--- src/rtl/display_pkg.sv ---
// ============================================================================
//  display_pkg
//  Shared types and constants for the multiplexed seven-segment scanner.
//  Revision: 1.0
// ============================================================================
`default_nettype none

package display_pkg;

    typedef enum logic [0:0] {
        BLANK = 1'b0,
        DRIVE = 1'b1
    } scan_state_t;

    localparam logic [7:0] SEG_OFF              = 8'hFF;
    localparam int         DEFAULT_DIGIT_CYCLES = 50000;
    localparam int         DEFAULT_BLANK_CYCLES = 16;

endpackage : display_pkg

`default_nettype wire

--- src/rtl/hex_to_sevenseg.sv ---
// ============================================================================
//  hex_to_sevenseg
//  Hex nibble to active-low seven-segment pattern, bit order {g,f,e,d,c,b,a}.
//  Revision: 1.0
// ============================================================================
`default_nettype none

module hex_to_sevenseg (
    input  logic [3:0] hex_i,
    output logic [6:0] seg_o
);

    always_comb begin
        seg_o = 7'h7F;
        case (hex_i)
            4'h0: seg_o = 7'h40;
            4'h1: seg_o = 7'h79;
            4'h2: seg_o = 7'h24;
            4'h3: seg_o = 7'h30;
            4'h4: seg_o = 7'h19;
            4'h5: seg_o = 7'h12;
            4'h6: seg_o = 7'h02;
            4'h7: seg_o = 7'h78;
            4'h8: seg_o = 7'h00;
            4'h9: seg_o = 7'h10;
            4'hA: seg_o = 7'h08;
            4'hB: seg_o = 7'h03;
            4'hC: seg_o = 7'h46;
            4'hD: seg_o = 7'h21;
            4'hE: seg_o = 7'h06;
            4'hF: seg_o = 7'h0E;
            default: seg_o = 7'h7F;
        endcase
    end

endmodule : hex_to_sevenseg

`default_nettype wire

--- src/rtl/display_scanner.sv ---
// ============================================================================
//  display_scanner
//  Time-multiplexed, frame-synchronously double-buffered seven-segment scanner.
//  Revision: 1.0
// ============================================================================
`default_nettype none

module display_scanner
    import display_pkg::*;
#(
    parameter int NUM_DIGITS   = 4,
    parameter int DIGIT_CYCLES = DEFAULT_DIGIT_CYCLES,
    parameter int BLANK_CYCLES = DEFAULT_BLANK_CYCLES
) (
    input  logic                    clock,
    input  logic                    reset,
    input  logic [4*NUM_DIGITS-1:0] digits_in,
    input  logic [NUM_DIGITS-1:0]   dp_in,
    input  logic [NUM_DIGITS-1:0]   en_in,
    input  logic                    update_req,
    output logic                    update_ack,
    output logic                    frame_start,
    output logic [NUM_DIGITS-1:0]   display_sel,
    output logic [7:0]              display
);

    localparam int                SLOT_W     = (DIGIT_CYCLES > 1) ? $clog2(DIGIT_CYCLES) : 1;
    localparam int                IDX_W      = $clog2(NUM_DIGITS);
    localparam logic [SLOT_W-1:0] SLOT_LAST  = SLOT_W'(DIGIT_CYCLES - 1);
    localparam logic [SLOT_W-1:0] SLOT_BLANK = SLOT_W'(BLANK_CYCLES);
    localparam logic [IDX_W-1:0]  IDX_LAST   = IDX_W'(NUM_DIGITS - 1);

    // slot_q/idx_q name the position whose outputs are registered on the next
    // edge; state_q is the phase of the position currently being shown.
    scan_state_t               state_q, state_d;
    logic [SLOT_W-1:0]         slot_q, slot_d;
    logic [IDX_W-1:0]          idx_q, idx_d;
    logic [4*NUM_DIGITS-1:0]   shadow_digits_q;
    logic [NUM_DIGITS-1:0]     shadow_dp_q;
    logic [NUM_DIGITS-1:0]     shadow_en_q;
    logic [NUM_DIGITS-1:0]     sel_q, sel_d;
    logic [7:0]                display_q, display_d;
    logic                      ack_q, ack_d;
    logic                      fs_q, fs_d;

    logic                      w_boundary;
    logic                      w_commit;
    logic [3:0]                w_digit;
    logic                      w_dp;
    logic                      w_en;
    logic [6:0]                w_seg;

    // Leaving a DRIVE cycle into digit 0, slot 0 is the frame boundary; the
    // state_q test excludes the very first edge after reset.
    assign w_boundary = (state_q == DRIVE) && (slot_q == '0) && (idx_q == '0);
    assign w_commit   = w_boundary && update_req;

    always_comb begin
        slot_d = slot_q + 1'b1;
        idx_d  = idx_q;
        if (slot_q == SLOT_LAST) begin
            slot_d = '0;
            idx_d  = (idx_q == IDX_LAST) ? '0 : idx_q + 1'b1;
        end
    end

    always_comb begin
        w_digit = 4'h0;
        w_dp    = 1'b0;
        w_en    = 1'b0;
        for (int i = 0; i < NUM_DIGITS; i++) begin
            if (idx_q == IDX_W'(i)) begin
                w_digit = shadow_digits_q[4*i +: 4];
                w_dp    = shadow_dp_q[i];
                w_en    = shadow_en_q[i];
            end
        end
    end

    hex_to_sevenseg u_hex_to_sevenseg (
        .hex_i (w_digit),
        .seg_o (w_seg)
    );

    // FSM: state register
    always_ff @(posedge clock or posedge reset) begin
        if (reset) begin
            state_q <= BLANK;
        end else begin
            state_q <= state_d;
        end
    end

    // FSM: next state
    always_comb begin
        state_d = (slot_q < SLOT_BLANK) ? BLANK : DRIVE;
    end

    // FSM: outputs
    always_comb begin
        sel_d     = '1;
        display_d = SEG_OFF;
        if ((state_d == DRIVE) && w_en) begin
            sel_d     = ~(NUM_DIGITS'(1) << idx_q);
            display_d = {~w_dp, w_seg};
        end
        ack_d = w_commit;
        fs_d  = w_boundary;
    end

    always_ff @(posedge clock or posedge reset) begin
        if (reset) begin
            slot_q          <= '0;
            idx_q           <= '0;
            shadow_digits_q <= '0;
            shadow_dp_q     <= '0;
            shadow_en_q     <= '0;
            sel_q           <= '1;
            display_q       <= SEG_OFF;
            ack_q           <= 1'b0;
            fs_q            <= 1'b0;
        end else begin
            slot_q    <= slot_d;
            idx_q     <= idx_d;
            sel_q     <= sel_d;
            display_q <= display_d;
            ack_q     <= ack_d;
            fs_q      <= fs_d;
            if (w_commit) begin
                shadow_digits_q <= digits_in;
                shadow_dp_q     <= dp_in;
                shadow_en_q     <= en_in;
            end
        end
    end

    assign display_sel = sel_q;
    assign display     = display_q;
    assign update_ack  = ack_q;
    assign frame_start = fs_q;

endmodule : display_scanner

`default_nettype wire

--- config.mk ---
export PLATFORM = sky130hd
export DESIGN_NAME = display_scanner
export DESIGN_NICKNAME = d
export VERILOG_FILES = /design/src/rtl/display_pkg.sv /design/src/rtl/hex_to_sevenseg.sv /design/src/rtl/display_scanner.sv
export SDC_FILE = /design/constraint.sdc
export NUM_CORES = 1
export LEC_CHECK = 0
export BUFFER_PORTS_ARGS = -buffer_cell sky130_fd_sc_hd__buf_4
export CAP_MARGIN = 20
export CORE_UTILIZATION = 42
export DETAILED_ROUTE_END_ITERATION = 6
export GPL_TIMING_DRIVEN = 0
export PLACE_DENSITY = 0.62
export SLEW_MARGIN = 20
export SYNTH_ARGS = -nofsm -noshare
export SYNTH_HDL_FRONTEND = slang
export SYNTH_HIERARCHICAL = 1
export SYNTH_SLANG_ARGS = --single-unit
--- constraint.sdc ---
create_clock -name clock -period 4.13 [get_ports clock]
set_input_delay 1.239 -clock clock [delete_from_list [all_inputs] [get_ports clock]]
set_output_delay 1.239 -clock clock [all_outputs]
set_load 0.02 [all_outputs]
Word-level counts from Yosys, hierarchy flattened
Memories as Yosys holds them, arrays and structs flattened.
Index checks and enable logic that the tools add are counted.
- order comparisons: 1
- reductions and logical operators: 6
- equal/unequal tests: 4
- add/subtract/negate cells: 2
- shift operators: 1
- multiplexer cells: 17
- bitwise logic cells: 2
- operators with widths (kind ; count):
    two-way mux 4 bit ; 5
    adder 16 x 1 -> 16 bit, second input constant ; 1
    == test 16 bit, second input constant ; 1
    zero test 16 bit ; 1
    < comparator 16 x 5 -> 1 bit, second input constant ; 1
    two-way mux 16 bit ; 1
    two-way mux 1 bit ; 9
    two-way mux 8 bit ; 1
    == test 2 bit, second input constant ; 2
    logical AND 1 bit ; 4
    NOT 4 bit ; 1
    << shifter 1 x 2 -> 4 bit, first input constant ; 1
    adder 2 x 1 -> 2 bit, second input constant ; 1
    == test 2 x 1 -> 1 bit, second input constant ; 1
    zero test 2 bit ; 1
    two-way mux 2 bit ; 1
    NOT 1 bit ; 1
- logic and storage cells: 44
- register bits after elaboration: 57
- bits in read-only memories: 112
- output and inout bits: 14
- memories: 1
- memories (name ; words ; bits a word ; read ports ; clocked after memory_dff ; write ports ; RTL line ; source):
    (name not given) ; 16 ; 7 ; 1 ; 0 ; 0 ; hex_to_sevenseg.sv:15 ; case (hex_i)

Longest topological paths before layout
Gate-level depths: netlist (run 1).
- depth in word-level cells: 7
- mapped depth: 12
- depth with buffers taken out: 11

Modules after synthesis
The synthesis (run 1) kept the hierarchy.
- modules (own cells, without submodules) (module ; area an instance (sq um) ; times used ; cells an instance ; seq. area each (sq um)):
    display_scanner ; 2613.8 ; 1 ; 206 ; 1441.4
    hex_to_sevenseg ; 275.3 ; 1 ; 32 ; 0.0

Least setup slack after synthesis (run 1)
No wires, ideal clock.
- path kind: register to register
- from: register idx_q[0]
- to: register display_q[3], in the netlist display[3]
- period minus slack after synthesis: 2999 ps
- arrival: 2915 ps
- path buffers: 1
- library setup time: 84 ps
- path slack: 1131 ps
- cell stages (with the launch flop): 11
- path through: dfrtp_1 -> ha_1 -> clkbuf_1 -> nor2b_1 -> a221oi_1 -> o31ai_1 -> inv_1 -> ha_1 -> inv_1 -> mux4_1 -> or2_2
- cells in the longest elaborated chain, start to end: 7
- elaborated cells on any way between the ends: 15
- classes of those cells: eq/ne: 3; mux: 9; reduce/logical: 2; memory: 1
- ends and longest elaborated chain (what ; RTL line ; source):
    start, declared ; display_scanner.sv:37 ; logic [IDX_W-1:0] idx_q, idx_d;
    start signal, assigned ; display_scanner.sv:124 ; idx_q <= idx_d;
    zero test 2 bit ; display_scanner.sv:72 ; if (idx_q == IDX_W'(i)) begin
    two-way mux 4 bit (3 in a row) ; display_scanner.sv:72 ;
    two-way mux 4 bit * ; display_scanner.sv:72 ;
    via w_digit[0] ; display_scanner.sv:48 ; logic [3:0] w_digit;
    memory read (16 x 7 bit) * ; -- ;
    via w_seg[3] ; display_scanner.sv:51 ; logic [6:0] w_seg;
    two-way mux 8 bit * ; display_scanner.sv:103 ; if ((state_d == DRIVE) && w_en) begin
    via display_d[3] ; display_scanner.sv:42 ; logic [7:0] display_q, display_d;
    end signal, assigned ; display_scanner.sv:126 ; display_q <= display_d;
    end, declared ; display_scanner.sv:42 ;
The timed path passes the listed nets; every way through them passes the cells marked *.
A chain may end at the register's enable or synchronous reset.

Worst setup path in the final report (run 1)
- from: register idx_q[1]
- to: register display_q[3], in the netlist display[3]
The elaborated chain is that of the path after synthesis.

==> flow_metrics.py, run 1 <==
metrics = {
    "status": {
        "outcome": "finished, violations left",
        "violations": "DRC",
    },
    "yosys": {
        "syn_inst": 238,
        "synth_adder_area_share_pct": 5.630,
        "yosys.area_share.xor_xnor_pct": 3.941,
        "synthSimpleGateAreaFrac_pct": 14.90,
        "synth.ff_latch_count": 57,
        "synthDominantCellAreaShare_pct": 38.98,
        "synth_top_family_by_area": "multiplexers",
        "synth_warnings": 6,
        "syn_area_per_cell_um2": 12.14,
        "synthTopCellsByArea": "dfrtp_1, dfstp_2, mux2_4",
        "synth_cell_types": 42,
        "synth-edff-count": 0,
        "yosys-mux-area-fraction_pct": 15.29,
        "yosys-top-cells-count": "dfrtp_1, nor2_1, mux2_4",
        "yosysSeqAreaShare_pct": 49.89,
        "synth_compound_area_share_pct": 5.890,
        "synth-main-ff-cell": "dfrtp_1",
        "syn-cell-area_um2": 2889,
        "synth_top_area_cell": "dfrtp_1",
        "syn-num-nets": 278,
        "async_flop_share_pct": 100.0,
        "synth.most_common_cell": "dfrtp_1",
    },
    "sta": {
        "drv_slew": 0,
        "hold_slack_ns": 0.5067,
        "rsz0062_at_grt": "no",
        "hold_violations": 0,
        "relSlewSlack_pct": 38.89,
        "worst_slack_ns": 0.5549,
        "tns_ns": 0,
        "setup_viol": 0,
        "finalClockSkew_ns": 0.01523,
        "max_freq_ghz": 0.2797,
        "tightest_slew_ns": 0.9088,
        "period_minus_slack_ns": 3.575,
        "finalCritPeriodShare_pct": 86.57,
    },
    "placed_design": {
        "place_congestion": 0.7995,
        "post-place-ws_ns": 0.5841,
        "place.port_buffers": 40,
        "hpwlAfterDp_um": 3730,
        "dpl_cell_area_um2": 3288,
    },
    "final_layout": {
        "final.fill_count": 572,
        "diodes": 0,
        "nets": 329,
        "drive_gt1_share_pct": 39.46,
        "final_cell_area_um2": 3508,
        "register_area_um2": 1441,
        "final_util_pct": 54.02,
        "multiInputGateArea_um2": 1319,
        "syn2layout_area_growth_pct": 21.44,
    },
    "power_and_ir_drop": {
        "p_clk_share_pct": 45.8,
        "ir_drop_mv": 0.1555,
        "p_comb_share_pct": 7.5,
        "p_int_uw": 972.3,
        "p_sw_uw": 285.6,
        "swShare_pct": 22.70,
        "p_per_area_nw_per_um2": 358.6,
        "p_leak_uw": 0.001579,
        "pwr-share-seq_pct": 46.7,
    },
    "detailed_routing": {
        "ant_nets": 0,
        "route.final.wire_length_um": 5216,
        "wl_per_cell_um": 14.06,
        "vias": 1867,
        "drt-pass1-iter-count": 6,
        "drtIter0Drc": 66,
        "vias_per_cell": 5.032,
        "drc": 5,
    },
    "global_routing": {
        "grt_use_total_pct": 16.49,
        "grt_remaining_overflow": 0,
        "grt_max_degree": 58,
        "grt_pass1_vias": 1817,
        "antenna_found_initial": 0,
        "grt_pass1_wl_um": 8942,
    },
    "clock_tree": {
        "cts_buffers": 9,
        "cts-root-buf": "clkbuf_8",
        "cts_resized": 0,
        "cts-htree-levels": 3,
        "cts.clk_slew.worst_paths_ns": 0.08,
        "post-cts-setup-buffer-count": 0,
        "cts_max_path_buffers": 2,
        "cts_hold_buf": 0,
        "cts_tree": "built",
        "cts_sinks": 57,
        "clkLatencyLatePin_ns": 0.34,
    },
    "setup_path": {
        "cp_max_fo": 10,
        "crit_arrival_ns": 3.84,
        "required_ns": 4.40,
        "cp-end-kind": "flip-flop",
        "path_class": "flip-flop to flip-flop",
        "startpoint_type": "flip-flop",
    },
    "die": {
        "core-area_um2": 6495,
        "die_h_um": 84.94,
        "core.rowCount": 29,
        "dieArea_um2": 7214,
        "io_pins": 41,
        "die_w_um": 84.94,
        "start_util_pct": 44.48,
    },
    "min_path": {
        "min_path_type": "flip-flop to flip-flop",
    },
    "run": {
        "max_cap_violations": 0,
    },
}
## power by group through the flow
stage	Combinational, uW	Clock [uW]	Sequential [uW]
6_report	94.8	576	587
5_1_grt	105	617	589
4_1_cts	96.5	588	587
3_5_place_dp	96.5	0	597
3_3_place_gp	94.7	0	596
2_1_floorplan	52.7	0	601
## final timing paths
| path | start | endpoint | slack (ns) | cells after the start |
|---|---|---|---|---|
| min reg2reg | slot_q[0]$_DFF_PP0_ | slot_q[0]$_DFF_PP0_ | 0.51 | 1 |
| min | slot_q[0]$_DFF_PP0_ | slot_q[0]$_DFF_PP0_ | 0.51 | 1 |
| max reg2reg | idx_q[1]$_DFFE_PP0N_ | display[3]$_DFF_PP1_ | 0.55 | 11 |
| max | idx_q[1]$_DFFE_PP0N_ | display[3]$_DFF_PP1_ | 0.55 | 11 |
| max in group asynchronous | reset | slot_q[3]$_DFF_PP0_ | 2.66 | 2 |
| min in group asynchronous | reset | shadow_digits_q[0]$_DFFE_PP0P_ | 1.02 | 2 |
## cell usage in the layout, fill, tap and decap left out, types with 7 or more instances in the layout
master and count:
nor2_1 24, nand3_1 7, xor2_1 7, inv_1 13, buf_4 40, mux2_4 19, mux2_2 8, ha_1 13
nand2_1 12, dfrtp_1 45, dfstp_2 12, clkbuf_8 9, or2_2 9
## per-layer routing
metal | global-route usage [%] | vias up | share of wire [%]
met5 | 0 | - | 0
met4 | 9.707 | 0 | 1.8
met3 | 2.724 | 7 | 3.4
met2 | 24.32 | 36 | 45
met1 | 23.00 | 897 | 50
li1 | - | 927 | -
## state kept, by name, summed over array words and instances, names as in the netlist
register / cells
shadow_en_q: 4
shadow_digits_q: 16
display: 8
state_q: 1
slot_q: 16
idx_q: 2
frame_start: 1
display_sel: 4
update_ack: 1
shadow_dp_q: 4
## worst max-delay path: stages (launching register included)
cell and delay (ns):
dfrtp_1 0.40, inv_1 0.08, ha_1 0.17, clkbuf_1 0.23
nor2b_1 0.35, a221oi_1 0.13, o31ai_1 0.76, inv_1 0.23
ha_1 0.35, inv_1 0.05, mux4_1 0.46, or2_2 0.30
## area by class of cell
class,count,area share [%]
Clock buffer,10,3.638
Multi-Input combinational cell,158,37.59
Inverter,14,1.569
Tap cell,77,2.746
Clock inverter,6,2.639
Buffer,9,2.175
Sequential cell,57,41.08
Timing Repair Buffer,40,8.559
## stage by stage
step | instances | power, uW
CTS | 371 | 1272
finish | 371 | 1258
detailed placement | 355 | 693.4
global placement | 355 | 691.2
global route | 371 | 1310
floorplan | 238 | 654.0
## cells by family after synthesis
| family | count (synthesis) |
|---|---|
| mux | 32 |
| compound gates | 24 |
| buf+inv | 23 |
| xor+xnor | 13 |
| flops | 57 |
| fa+ha+maj | 13 |
| simple gates | 76 |
No activity file was read; power rests on OpenSTA's default activity.
==> run 2: changes to the inputs <==
CORE_UTILIZATION = 45   (was 42)
PLACE_DENSITY = 0.65   (was 0.62)
SLEW_MARGIN = unset   (was 20)
==> run 2 against run 1 <==
- the run now ends clean
- maximum frequency is 1.4% higher
- utilization rose by 3.3 points
- first-iteration DRC count is 36% lower
- sequential cell count unchanged
- clock power fell by 20%
- sequential share of layout area up 0.41 points
- sequential power hardly changed
- cell count is 0.27% lower
- critical endpoint unchanged
- largest cell class unchanged
==> flow_metrics.py, run 2 (synthesis results as in run 1) <==
metrics = {
    "status": {
        "outcome": "complete, no violations",
    },
    "detailed_routing": {
        "drtIter0Drc": 42,
        "vias_per_cell": 5.124,
        "drc": 0,
        "route.final.wire_length_um": 5279,
        "routedLengthMet1_um": 2630,
        "vias": 1896,
        "dr_wl_met2_um": 2310,
        "ant_nets": 0,
        "dr.max_layer_used": "met4",
        "wl_met3_um": 224,
        "wl_per_cell_um": 14.27,
        "drt-pass1-iter-count": 5,
    },
    "global_routing": {
        "grt_use_total_pct": 18.27,
        "grt_remaining_overflow": 0,
        "grt_pass1_vias": 1849,
        "antenna_found_initial": 0,
        "grt_pass1_wl_um": 8825,
        "grt_max_degree": 36,
    },
    "min_path": {
        "worstHoldPathCells": 1,
        "min_path_type": "flip-flop to flip-flop",
        "hp-start": "shadow_digits_q[10]$_DFFE_PP0P_",
        "min_to": "shadow_digits_q[10]$_DFFE_PP0P_",
    },
    "die": {
        "start_util_pct": 47.67,
        "io_pins": 41,
        "die_w_um": 82.13,
        "core.rowCount": 28,
        "die_h_um": 82.13,
        "dieArea_um2": 6745,
        "core-area_um2": 6061,
    },
    "setup_path": {
        "r2r_start": "idx_q[1]$_DFFE_PP0N_",
        "crit_top_cell": "inv_1",
        "r2r_end": "display[3]$_DFF_PP1_",
        "crit_arrival_ns": 3.79,
        "worstRegToRegCells": 11,
        "cp_max_fo": 10,
        "rrSetupSlack_ns": 0.61,
        "crit_buf_inv": 4,
        "worstPathCellList": "inv_1 -> ha_1 -> clkbuf_1 -> nor2b_1 -> a221oi_1 -> o31ai_1 -> inv_1 -> ha_1 -> inv_1 -> mux4_1 -> or2_2",
        "crit_path_top_delay_cell": "o31ai_1",
        "path_class": "flip-flop to flip-flop",
        "required_ns": 4.40,
        "cp-end-kind": "flip-flop",
        "crit_path_max_incr_delay_ns": 0.73,
        "startpoint_type": "flip-flop",
        "critical_path.top_delay_family": "compound AO/OA/AOI/OAI gates",
    },
    "final_layout": {
        "nets": 330,
        "diodes": 0,
        "final.fill_count": 507,
        "drive_gt1_share_pct": 38.31,
        "mostFrequentLayoutCells": "dfrtp_1, buf_4, nor2_1, mux2_4",
        "final_cell_area_um2": 3473,
        "mostFrequentLayoutCell": "dfrtp_1",
        "syn2layout_area_growth_pct": 20.23,
        "register_area_um2": 1441,
        "multiInputGateArea_um2": 1319,
    },
    "clock_tree": {
        "cts_sinks": 57,
        "cts_buffers": 9,
        "clkLatencyLatePin_ns": 0.34,
        "cts-htree-levels": 3,
        "post-cts-setup-buffer-count": 0,
        "cts_resized": 0,
        "cts-root-buf": "clkbuf_8",
        "cts_max_path_buffers": 2,
        "cts_tree": "built",
        "cts.clk_slew.worst_paths_ns": 0.06,
        "cts_hold_buf": 0,
    },
    "run": {
        "max_cap_violations": 0,
    },
    "sta": {
        "hold_violations": 0,
        "tightest_slew_ns": 0.8622,
        "relSlewSlack_pct": 42.03,
        "max_freq_ghz": 0.2837,
        "tns_ns": 0,
        "finalClockSkew_ns": 0.009472,
        "hold_slack_ns": 0.5105,
        "setup_viol": 0,
        "finalCritPeriodShare_pct": 85.34,
        "period_minus_slack_ns": 3.525,
        "rsz0062_at_grt": "no",
        "drv_slew": 0,
    },
    "placed_design": {
        "dpl_cell_area_um2": 3303,
        "place_congestion": 0.8644,
        "place.port_buffers": 40,
        "hpwlAfterDp_um": 3807,
    },
    "power_and_ir_drop": {
        "ir_drop_mv": 0.1805,
        "p_leak_uw": 0.001571,
        "p_per_area_nw_per_um2": 329.4,
    },
}
[run 2: changes by cell type in the layout (fill, tap and decap cells not counted)]
| cell | delta |
|---|---|
| clkbuf_1 | +4 |
| bufinv_16 | -2 |
| clkbuf_8 | +2 |
| clkinv_4 | -2 |
| clkinvlp_4 | -2 |
| buf_12 | +1 |
| inv_2 | +1 |
| inv_4 | -1 |
[run 2: routing by layer]
| layer | GRT usage, % | up-vias |
|---|---|---|
| met1 | 25.23 | 913 |
| met3 | 3.626 | 10 |
| met4 | 10.53 | 0 |
| met5 | 0 | - |
| met2 | 26.61 | 41 |
| li1 | - | 932 |
[run 2: power breakdown]
| group | switching (uW) | internal [uW] |
|---|---|---|
| logic | 43.4 | 54.0 |
| registers | 8.53 | 579 |
| clock network | 207 | 252 |
[run 2: layout make-up]
type,count,area share [%]
Tap cell,75,2.702
Sequential cell,57,41.50
Buffer,9,2.197
Inverter,14,1.513
Timing Repair Buffer,41,9.222
Clock buffer,16,4.899
Multi-Input combinational cell,158,37.97
[run 2: stage by stage]
| step | total power, uW | cells | setup slack (ns) | util (%) |
|---|---|---|---|---|
| 6_report | 1144 | 370 | 0.6054 | 57.31 |
| 5_1_grt | 1190 | 370 | 0.2696 | 57.31 |
| 4_1_cts | 1157 | 370 | 0.5886 | 57.31 |
| 3_5_place_dp | 696.5 | 354 | 0.5880 | 54.50 |
| 3_3_place_gp | 690.8 | 353 | 0.6682 | 54.17 |
| 2_1_floorplan | 654.0 | 238 | 1.131 | - |
[run 2: worst max path at each step]
stage,startpoint,endpoint,slack (ns),depth (start not counted)
floorplan,idx_q[0]$_DFFE_PP0N_,display[3]$_DFF_PP1_,1.13,10
global placement,idx_q[0]$_DFFE_PP0N_,display[3]$_DFF_PP1_,0.67,10
detailed placement,idx_q[1]$_DFFE_PP0N_,display[3]$_DFF_PP1_,0.59,11
CTS,idx_q[0]$_DFFE_PP0N_,display[3]$_DFF_PP1_,0.59,10
global route,idx_q[0]$_DFFE_PP0N_,display[3]$_DFF_PP1_,0.27,10
finish,idx_q[1]$_DFFE_PP0N_,display[3]$_DFF_PP1_,0.61,11
